`config.mk`:
```
export PLATFORM = sky130hd
export DESIGN_NAME = fetch_unit
export DESIGN_NICKNAME = d
export VERILOG_FILES = /design/src/rtl/fetch_pkg.sv /design/src/rtl/fetch_fifo.sv /design/src/rtl/fetch_unit.sv
export SDC_FILE = /design/constraint.sdc
export NUM_CORES = 1
export LEC_CHECK = 0
export CAP_MARGIN = 20
export CORE_MARGIN = 3
export CORE_UTILIZATION = 50
export DETAILED_ROUTE_END_ITERATION = 8
export DONT_BUFFER_PORTS = 1
export REMOVE_ABC_BUFFERS = 1
export SYNTH_ARGS = -nofsm -noshare
export SYNTH_HDL_FRONTEND = slang
export SYNTH_SLANG_ARGS = --single-unit
export TNS_END_PERCENT = 5
```
`constraint.sdc`:
```
create_clock -name clk -period 4.4 [get_ports clk]
set_input_delay 1.32 -clock clk [delete_from_list [all_inputs] [get_ports clk]]
set_output_delay 1.32 -clock clk [all_outputs]
set_load 0.01 [all_outputs]
```
`src/rtl/fetch_pkg.sv`:
```
// rtl/fetch_pkg.sv - shared types and constants for the instruction fetch stage
package fetch_pkg;

    localparam int ILEN = 32;
    localparam logic [ILEN-1:0] NOP_INSTR = 32'h0000_0013;

    typedef struct packed {
        logic [31:0]     pc;
        logic [ILEN-1:0] instr;
    } fetch_entry_t;

    // Instructions are word aligned; the low two address bits are dropped.
    function automatic logic [31:0] align_pc(input logic [31:0] addr);
        return addr & 32'hffff_fffc;
    endfunction

endpackage

```
`src/rtl/fetch_fifo.sv`:
```
// rtl/fetch_fifo.sv - prefetch queue of {pc, instr} entries with flush
module fetch_fifo
    import fetch_pkg::*;
#(
    parameter int DEPTH = 2
) (
    input  logic                   clk,
    input  logic                   i_reset,
    input  logic                   i_push,
    input  logic                   i_pop,
    input  logic                   i_flush,
    input  fetch_entry_t           i_data,
    output logic                   o_full,
    output logic                   o_empty,
    output logic [$clog2(DEPTH):0] o_count,
    output fetch_entry_t           o_head
);

    localparam int PW = $clog2(DEPTH);
    localparam logic [PW:0] FULL_COUNT = (PW+1)'(DEPTH);

    fetch_entry_t  r_mem [DEPTH];
    logic [PW-1:0] r_wr_ptr;
    logic [PW-1:0] r_rd_ptr;
    logic [PW:0]   r_count;
    logic          w_do_push;
    logic          w_do_pop;

    assign o_full    = (r_count == FULL_COUNT);
    assign o_empty   = (r_count == '0);
    assign o_count   = r_count;
    assign o_head    = r_mem[r_rd_ptr];

    // A full queue still accepts a write when the head leaves in the same cycle.
    assign w_do_pop  = i_pop && !o_empty;
    assign w_do_push = i_push && (!o_full || w_do_pop);

    always_ff @(posedge clk) begin
        if (i_reset) begin
            r_wr_ptr <= '0;
            r_rd_ptr <= '0;
            r_count  <= '0;
            for (int i = 0; i < DEPTH; i++) begin
                r_mem[i] <= '0;
            end
        end else if (i_flush) begin
            r_wr_ptr <= '0;
            r_rd_ptr <= '0;
            r_count  <= '0;
        end else begin
            if (w_do_push) begin
                r_mem[r_wr_ptr] <= i_data;
                r_wr_ptr        <= r_wr_ptr + 1'b1;
            end
            if (w_do_pop) begin
                r_rd_ptr <= r_rd_ptr + 1'b1;
            end
            case ({w_do_push, w_do_pop})
                2'b10:   r_count <= r_count + 1'b1;
                2'b01:   r_count <= r_count - 1'b1;
                default: r_count <= r_count;
            endcase
        end
    end

endmodule

```
`src/rtl/fetch_unit.sv`:
```
// rtl/fetch_unit.sv - PC generation, halt window and redirect arbitration for fetch
module fetch_unit
    import fetch_pkg::*;
#(
    parameter logic [31:0] RESET_PC = 32'h0000_0000,
    parameter logic [31:0] PC_LIMIT = 32'd32,
    parameter int          DEPTH    = 2
) (
    input  logic        clk,
    input  logic        reset,
    output logic [31:0] imem_pc,
    input  logic [31:0] imem_instr,
    input  logic        redirect_valid,
    input  logic [31:0] redirect_pc,
    output logic        out_valid,
    input  logic        out_ready,
    output logic [31:0] out_pc,
    output logic [31:0] out_instr,
    output logic        halted
);

    localparam int CW = $clog2(DEPTH) + 1;

    logic [31:0]   r_pc;
    logic          r_halted;
    logic          w_full;
    logic          w_empty;
    logic [CW-1:0] w_count;
    fetch_entry_t  w_head;
    fetch_entry_t  w_entry;
    logic [31:0]   w_pc_next;
    logic [31:0]   w_redirect_target;
    logic          w_push;
    logic          w_pop;

    assign w_redirect_target = align_pc(redirect_pc);
    assign w_pc_next         = r_pc + 32'd4;
    assign w_entry           = '{pc: r_pc, instr: imem_instr};

    // Redirect discards the queue, so it blocks both the pop and the push of that cycle.
    assign w_pop  = !w_empty && out_ready && !redirect_valid;
    assign w_push = !reset && !redirect_valid && !r_halted && (!w_full || w_pop);

    always_ff @(posedge clk) begin
        if (reset) begin
            r_pc     <= RESET_PC;
            r_halted <= 1'b0;
        end else if (redirect_valid) begin
            r_pc     <= w_redirect_target;
            r_halted <= (w_redirect_target >= PC_LIMIT);
        end else if (w_push) begin
            r_pc <= w_pc_next;
            if (w_pc_next == PC_LIMIT) begin
                r_halted <= 1'b1;
            end
        end
    end

    fetch_fifo #(
        .DEPTH(DEPTH)
    ) u_fifo (
        .clk     (clk),
        .i_reset (reset),
        .i_push  (w_push),
        .i_pop   (w_pop),
        .i_flush (redirect_valid),
        .i_data  (w_entry),
        .o_full  (w_full),
        .o_empty (w_empty),
        .o_count (w_count),
        .o_head  (w_head)
    );

    assign imem_pc   = r_pc;
    assign halted    = r_halted;
    assign out_valid = (w_count != '0);
    assign out_pc    = w_head.pc;
    assign out_instr = w_head.instr;

endmodule
```
==> impl_metrics.ini <==
[yosys]
synth_edf_count = 124
synthXorXnorAreaFrac_pct = 1.79
synth.area.mux_share_pct = 9.55
synthSimpleGateAreaFrac_pct = 20.8
ys.flop_type = edfxtp_1
syn_avg_cell_area_um2 = 11.5
syn_area_um2 = 7840
synth_top_family_by_area = simple AND/OR/NAND/NOR gates
synthDistinctLibCells = 51
ys_seq_elements = 160
synthArstFlopShare_pct = 0
synth-compound-area-share_pct = 7.26
synth_largest_area_cell = edfxtp_1
synthTopCellsByArea = edfxtp_1, dfxtp_1, mux2_2
yosys.area.top_type_share_pct = 47.5
synthAdderAreaFrac_pct = 0.479
yosysWarnings = 0
ys_seq_area_share_pct = 56.7
synth_cells = 679

[worst_setup_path]
cp-start-kind = register
cp_max_fo = 62
crit_family = flip-flops
crit_path_top_delay_cell = dfxtp_4
worstReg2RegStart = imem_pc[2]
cp_num_buf_inv = 0
crit_chain = mux2_2
crit_end = out_pc[17]
rr_worst_depth = 8
worstSetupPathType = register to output pin
end_kind = output pin
cp.required_ps = 3080
worst_r2r_endpoint = halted
worst_ep_arrival_time_ps = 1880
slowest_delay_ps = 900
rrSetupSlack_ps = 1660
cp.depth = 1

[die]
rows = 45
die_w_um = 131
die_y_um = 131
initial_utilization_pct = 51.4
fp.coreArea_um2 = 15300
die_area_um2 = 17200
ios = 166

[sta]
fmax_ghz = 0.313
setup_viol = 0
hold_viol = 0
max_slew.worst_pin.slew_ps = 1060
rsz0062_at_grt = false
period_share_pct = 72.6
fin_setup_tns_ps = 0
slew_headroom_pct = 29.3
post-route-min-period_ps = 3200
slew_violations = 0
hold_slack_ps = 543
skew_ps = 10.0

[clock_network]
cts_sinks = 160
cts_tree = yes
postCtsSetupRepairBufs = 0
ctsHoldBuffers = 0
post_cts_resized = 0
clockBufferDepth = 2
htree_levels = 4
insertion_delay_ps = 420
clk_pin_slew_worst_paths_ps = 60
cts_buffers = 17
cts-root-buf = clkbuf_16

[global_route]
antenna_found_initial = 0
grt_pass1_vias = 5285
grt_max_degree = 63
grt.overflow.total = 0
track_usage_pct = 21.8
grt_pass1_wl_um = 29800

[layout]
num_antenna_cells = 0
fillCellCount = 1231
fin_util_pct = 56.0
final_nets = 720
area_growth_pct = 8.94
fin_area_um2 = 8540
drive_above_1_share_pct = 17.4

[detailed_routing]
drtAntennaViolNets = 0
via_per_inst = 6.03
vias = 5260
dr.pass1.iters = 4
wl_per_cell_um = 21.7
drtIter0Drc = 356
wirelength_um = 18900
drcViolationCount = 0

[hold_path]
hold_path.class = register to register

[job]
cap_violations = 0

[power_and_ir_drop]
ir_drop_v = 0.000258
leakage_nw = 3.30
power_w = 0.00342
pwr_density_cell_nw_per_um2 = 401

[placement]
placedInstanceArea_um2 = 7990
port_buffers = 0
dp_hpwl_um = 11500
gp_congestion = 0.813

[run_status]
status = finished clean
## synth_stat cells (all sizes together) (11+ instances only)
cell type,count
buf,14
xnor2,11
nor3,22
and3,72
nor4,16
mux2,62
dfxtp,36
edfxtp,124
clkbuf,47
nand3,12
a21oi,25
nand2,26
o21ai,25
and2,67
nor2,36
## metal layers
layer	track usage (%)	vias up	share of wire, %
li1	-	2457	-
met1	27.5	2599	42
met2	36.7	189	49
met3	6.89	15	7.6
met4	5.72	0	0.98
met5	0	-	0
## final cells by class
type | count | area, µm² | area share, %
clock buffer | 20 | 437 | 5.11
clock inverter | 12 | 115 | 1.35
inverter | 2 | 7.51 | 0.0879
multi-input combinational | 459 | 3170 | 37.2
sequential | 160 | 4450 | 52.1
tap | 211 | 264 | 3.09
timing repair buffer | 9 | 92.6 | 1.08
## state kept, by name, indices dropped and copies added (netlist names), named ones only
signal,count
u_fifo.r_mem,124
imem_pc,30
u_fifo.r_wr_ptr,1
u_fifo.r_rd_ptr,1
u_fifo.o_count,2
halted,1
## power by group
group,switching (W),internal [W],total (W)
combinational,0.000146,0.0000918,0.000238
clock,0.000577,0.000828,0.00140
sequential,0.0000729,0.00171,0.00178
total,0.000796,0.00263,0.00342
## metrics by stage
| stage | instances | setup slack (ps) |
|---|---|---|
| floorplan | 621 | -4000 |
| global placement | 841 | 972 |
| detailed placement | 841 | 990 |
| CTS | 873 | 1150 |
| global route | 873 | 1120 |
| finish | 873 | 1200 |
## layout by cell type, fill, tap and decap left out, types with 4 or more instances in the layout
master,Yosys,routed
clkinv_1,0,4
a31oi_1,9,9
nand4_1,8,8
or2_2,5,4
mux2i_1,5,5
dfxtp_1,36,34
a221oi_1,9,9
buf_4,4,7
xor2_1,5,5
nor3_1,21,21
mux2_2,62,62
nand3_1,11,11
a22oi_1,8,8
and3_1,71,71
xnor2_1,11,11
nand2_1,26,26
nor4_1,14,14
a21oi_1,25,25
conb_1,1,4
o21ai_0,25,25
and2_1,65,65
and4_1,4,4
edfxtp_1,124,124
nor2_1,36,35
clkbuf_16,0,17
## logic make-up after synthesis
group           count (synthesis)
buf+inv                        63
mux                            67
other cells                     1
compound gates                 89
flops                         160
fa+ha+maj                       3
xor+xnor                       16
simple gates                  280
## worst min path at each step
| stage | to | slack (ps) | cells after the start | from |
|---|---|---|---|---|
| after floorplan | imem_pc[20] | 510 | 2 | imem_pc[20] |
| after global placement | register | 520 | 2 | u_fifo.r_rd_ptr |
| after detailed placement | register | 520 | 2 | u_fifo.r_rd_ptr |
| after CTS | register | 550 | 2 | u_fifo.r_rd_ptr |
| after global routing | register | 560 | 2 | u_fifo.r_rd_ptr |
| final | register | 540 | 2 | u_fifo.r_rd_ptr |
(Power assumes the default switching activity.)
==> RTL change, RTL diff (same flow settings) <==
Reset style: asynchronous (`i_reset` and `reset`), changed in 2 clocked blocks.
--- a/src/rtl/fetch_fifo.sv
+++ b/src/rtl/fetch_fifo.sv
@@ -35,7 +35,7 @@
     assign w_do_pop  = i_pop && !o_empty;
     assign w_do_push = i_push && (!o_full || w_do_pop);
 
-    always_ff @(posedge clk) begin
+    always_ff @(posedge clk or posedge i_reset) begin
         if (i_reset) begin
             r_wr_ptr <= '0;
             r_rd_ptr <= '0;
--- a/src/rtl/fetch_unit.sv
+++ b/src/rtl/fetch_unit.sv
@@ -41,7 +41,7 @@
     assign w_pop  = !w_empty && out_ready && !redirect_valid;
     assign w_push = !reset && !redirect_valid && !r_halted && (!w_full || w_pop);
 
-    always_ff @(posedge clk) begin
+    always_ff @(posedge clk or posedge reset) begin
         if (reset) begin
             r_pc     <= RESET_PC;
             r_halted <= 1'b0;
Formal check against the unedited RTL: differs if reset is asserted again (counterexample within 4 cycles, from zero or initial values and one cycle with reset high); with reset held inactive, the same outputs for 4 cycles.
==> RTL change against the unedited design <==
Via count down 5.4%; sequential cell count down 1; power decreased by 3.1%; cell area up 0.66%; area after synthesis increased by 1.1%; combinational power down 8%; sequential share of layout area is 5.8 points lower; routed wire length is 7.9% lower; worst setup slack better by 0.11 ns; critical path depth up 1; non-clock buffer count down 1; global-route usage decreased by 1.3 points; utilization is essentially flat.
==> RTL change: results <==
set metrics [dict create \
    dr.pass1.iters 4 \
    largest_reg_flops 124 \
    grt.total_usage_pct 20.5 \
    path_clk_slew_ns 0.06 \
    clk_latency_ns 0.42 \
    final_nets 699 \
    wl_met1_um 7270 \
    p_leak_nw 3.78 \
    clk_path_buf_depth 2 \
    root_buffer "clkbuf_16" \
    route.met3.wl_um 1460 \
    hp-class "flip-flop to flip-flop" \
    cts_resized 0 \
    drv_cap 0 \
    cts_hold_buf 0 \
    clock_skew_ns 0.00617 \
    diodes 0 \
    max_stage_delay_ns 0.55 \
    synth-warning-count 0 \
    cts_setup_buffers 0 \
    final-hold-violation-count 0 \
    drt-vias-per-instance 5.84 \
    synth_area_leaders "dfrtp_1 50%, mux2_2 27%, nand2_1 2.5%, xnor2_1 2.4%, xor2_1 2.1%" \
    drive_above_1_share_pct 37.6 \
    placed_area_mm2 0.00802 \
    io_buffer_count 0 \
    h-tree-depth 4 \
    numCtsBuffers 17 \
    antenna_found_initial 0 \
    drt-total-wl_um 17400 \
    synth_cell_type_count 48 \
    hpwl_um 11800 \
    vdd_ir_drop_max_v 0.000299 \
    fill_cells 1301 \
    yosys-top-cells-count "188 x mux2_2, 159 x dfrtp_1, 52 x nand2_1" \
    yosysMostFrequentCell "mux2_2" \
    drt_iter0_markers 246 \
    highest_layer "met4" \
    cp_max_fo 54 \
    cp_slowest_cell "dfrtp_2" \
    status "completed" \
    grt_pass1_wl_um 28900 \
    route.met2.wl_um 8490 \
    synth_flop_cell "dfrtp_1" \
    regMostFlops "u_fifo.r_mem" \
    seqCellArea_mm2 0.00398 \
    seq_area_frac_synth_pct 50.2 \
    grt_max_degree 109 \
    cp.arrival_ns 1.77 \
    synthArstFlopShare_pct 100 \
    grt_pass1_vias 5370 \
    relSlewSlack_pct 35.1 \
    routabilityCongestion 0.880 \
]
[RTL change: cell count changes in the layout (fill, tap and decap cells not counted), moves of 34 or more]
| cell | before | now |
|---|---|---|
| dfxtp_1 | 34 | 0 |
| dfrtp_1 | 0 | 158 |
| mux2_2 | 62 | 188 |
| and2_1 | 65 | 1 |
| and3_1 | 71 | 2 |
| edfxtp_1 | 124 | 0 |
[RTL change: power by group]
group          switching (mW)  internal [mW]
logic                   0.111          0.108
registers               0.116           1.53
clock network           0.599          0.849
[RTL change: layer usage]
| metal | up-vias | track usage, % |
|---|---|---|
| met5 | - | 0 |
| met4 | 0 | 5.19 |
| met3 | 19 | 8.36 |
| met2 | 154 | 33.3 |
| met1 | 2530 | 25.7 |
| li1 | 2272 | - |
[RTL change: through the flow]
stage               worst slack, ns  std cells  hold WS [ns]  utilization, %
CTS                            1.28        852         0.505            55.9
finish                         1.31        852         0.501            55.9
global placement               1.06        821         0.483            52.1
global route                   1.24        852         0.515            55.9
floorplan                     -2.76        602         0.475               -
detailed placement             1.02        821         0.491            52.1
[RTL change: layout make-up]
class | instances | area share [%]
flip-flops and latches | 159 | 46.3
multi-input cells | 439 | 42.6
clock buffers | 18 | 5.11
well taps | 211 | 3.07
clock inverters | 13 | 1.64
repair buffers | 8 | 0.990
inverters | 4 | 0.233
[RTL change: logic make-up after synthesis]
group                    share of synthesized area, %
buffers and inverters                            3.84
AO/OA/AOI/OAI                                    4.26
XOR/XNOR                                         4.53
other                                          0.0473
flip-flops                                       50.2
AND/OR/NAND/NOR                                  9.81
multiplexers                                     27.0
adder cells (fa/ha/maj)                         0.316
[RTL change: critical path: cells and delay by family, from the launching register on]
kind / cells / cell delay, ns
buffers and inverters: 1 / 0.33
muxes: 1 / 0.43
DFF: 1 / 0.55
[RTL change: final timing paths]
path,cells after the start,end,slack (ns),start
min in group asynchronous,1,u_fifo.o_count[1]$_DFFE_PP0P_,0.97,reset
min,1,u_fifo.r_mem[44]$_DFFE_PP0P_,0.50,u_fifo.r_mem[44]$_DFFE_PP0P_
max reg2reg,7,imem_pc[30]$_DFFE_PP0P_,1.46,imem_pc[2]$_DFFE_PP0P_
max in group asynchronous,2,u_fifo.r_mem[3]$_DFFE_PP0P_,2.48,reset
max,2,out_pc[19],1.31,u_fifo.r_rd_ptr$_DFFE_PP0P_
min reg2reg,1,u_fifo.r_mem[44]$_DFFE_PP0P_,0.50,u_fifo.r_mem[44]$_DFFE_PP0P_
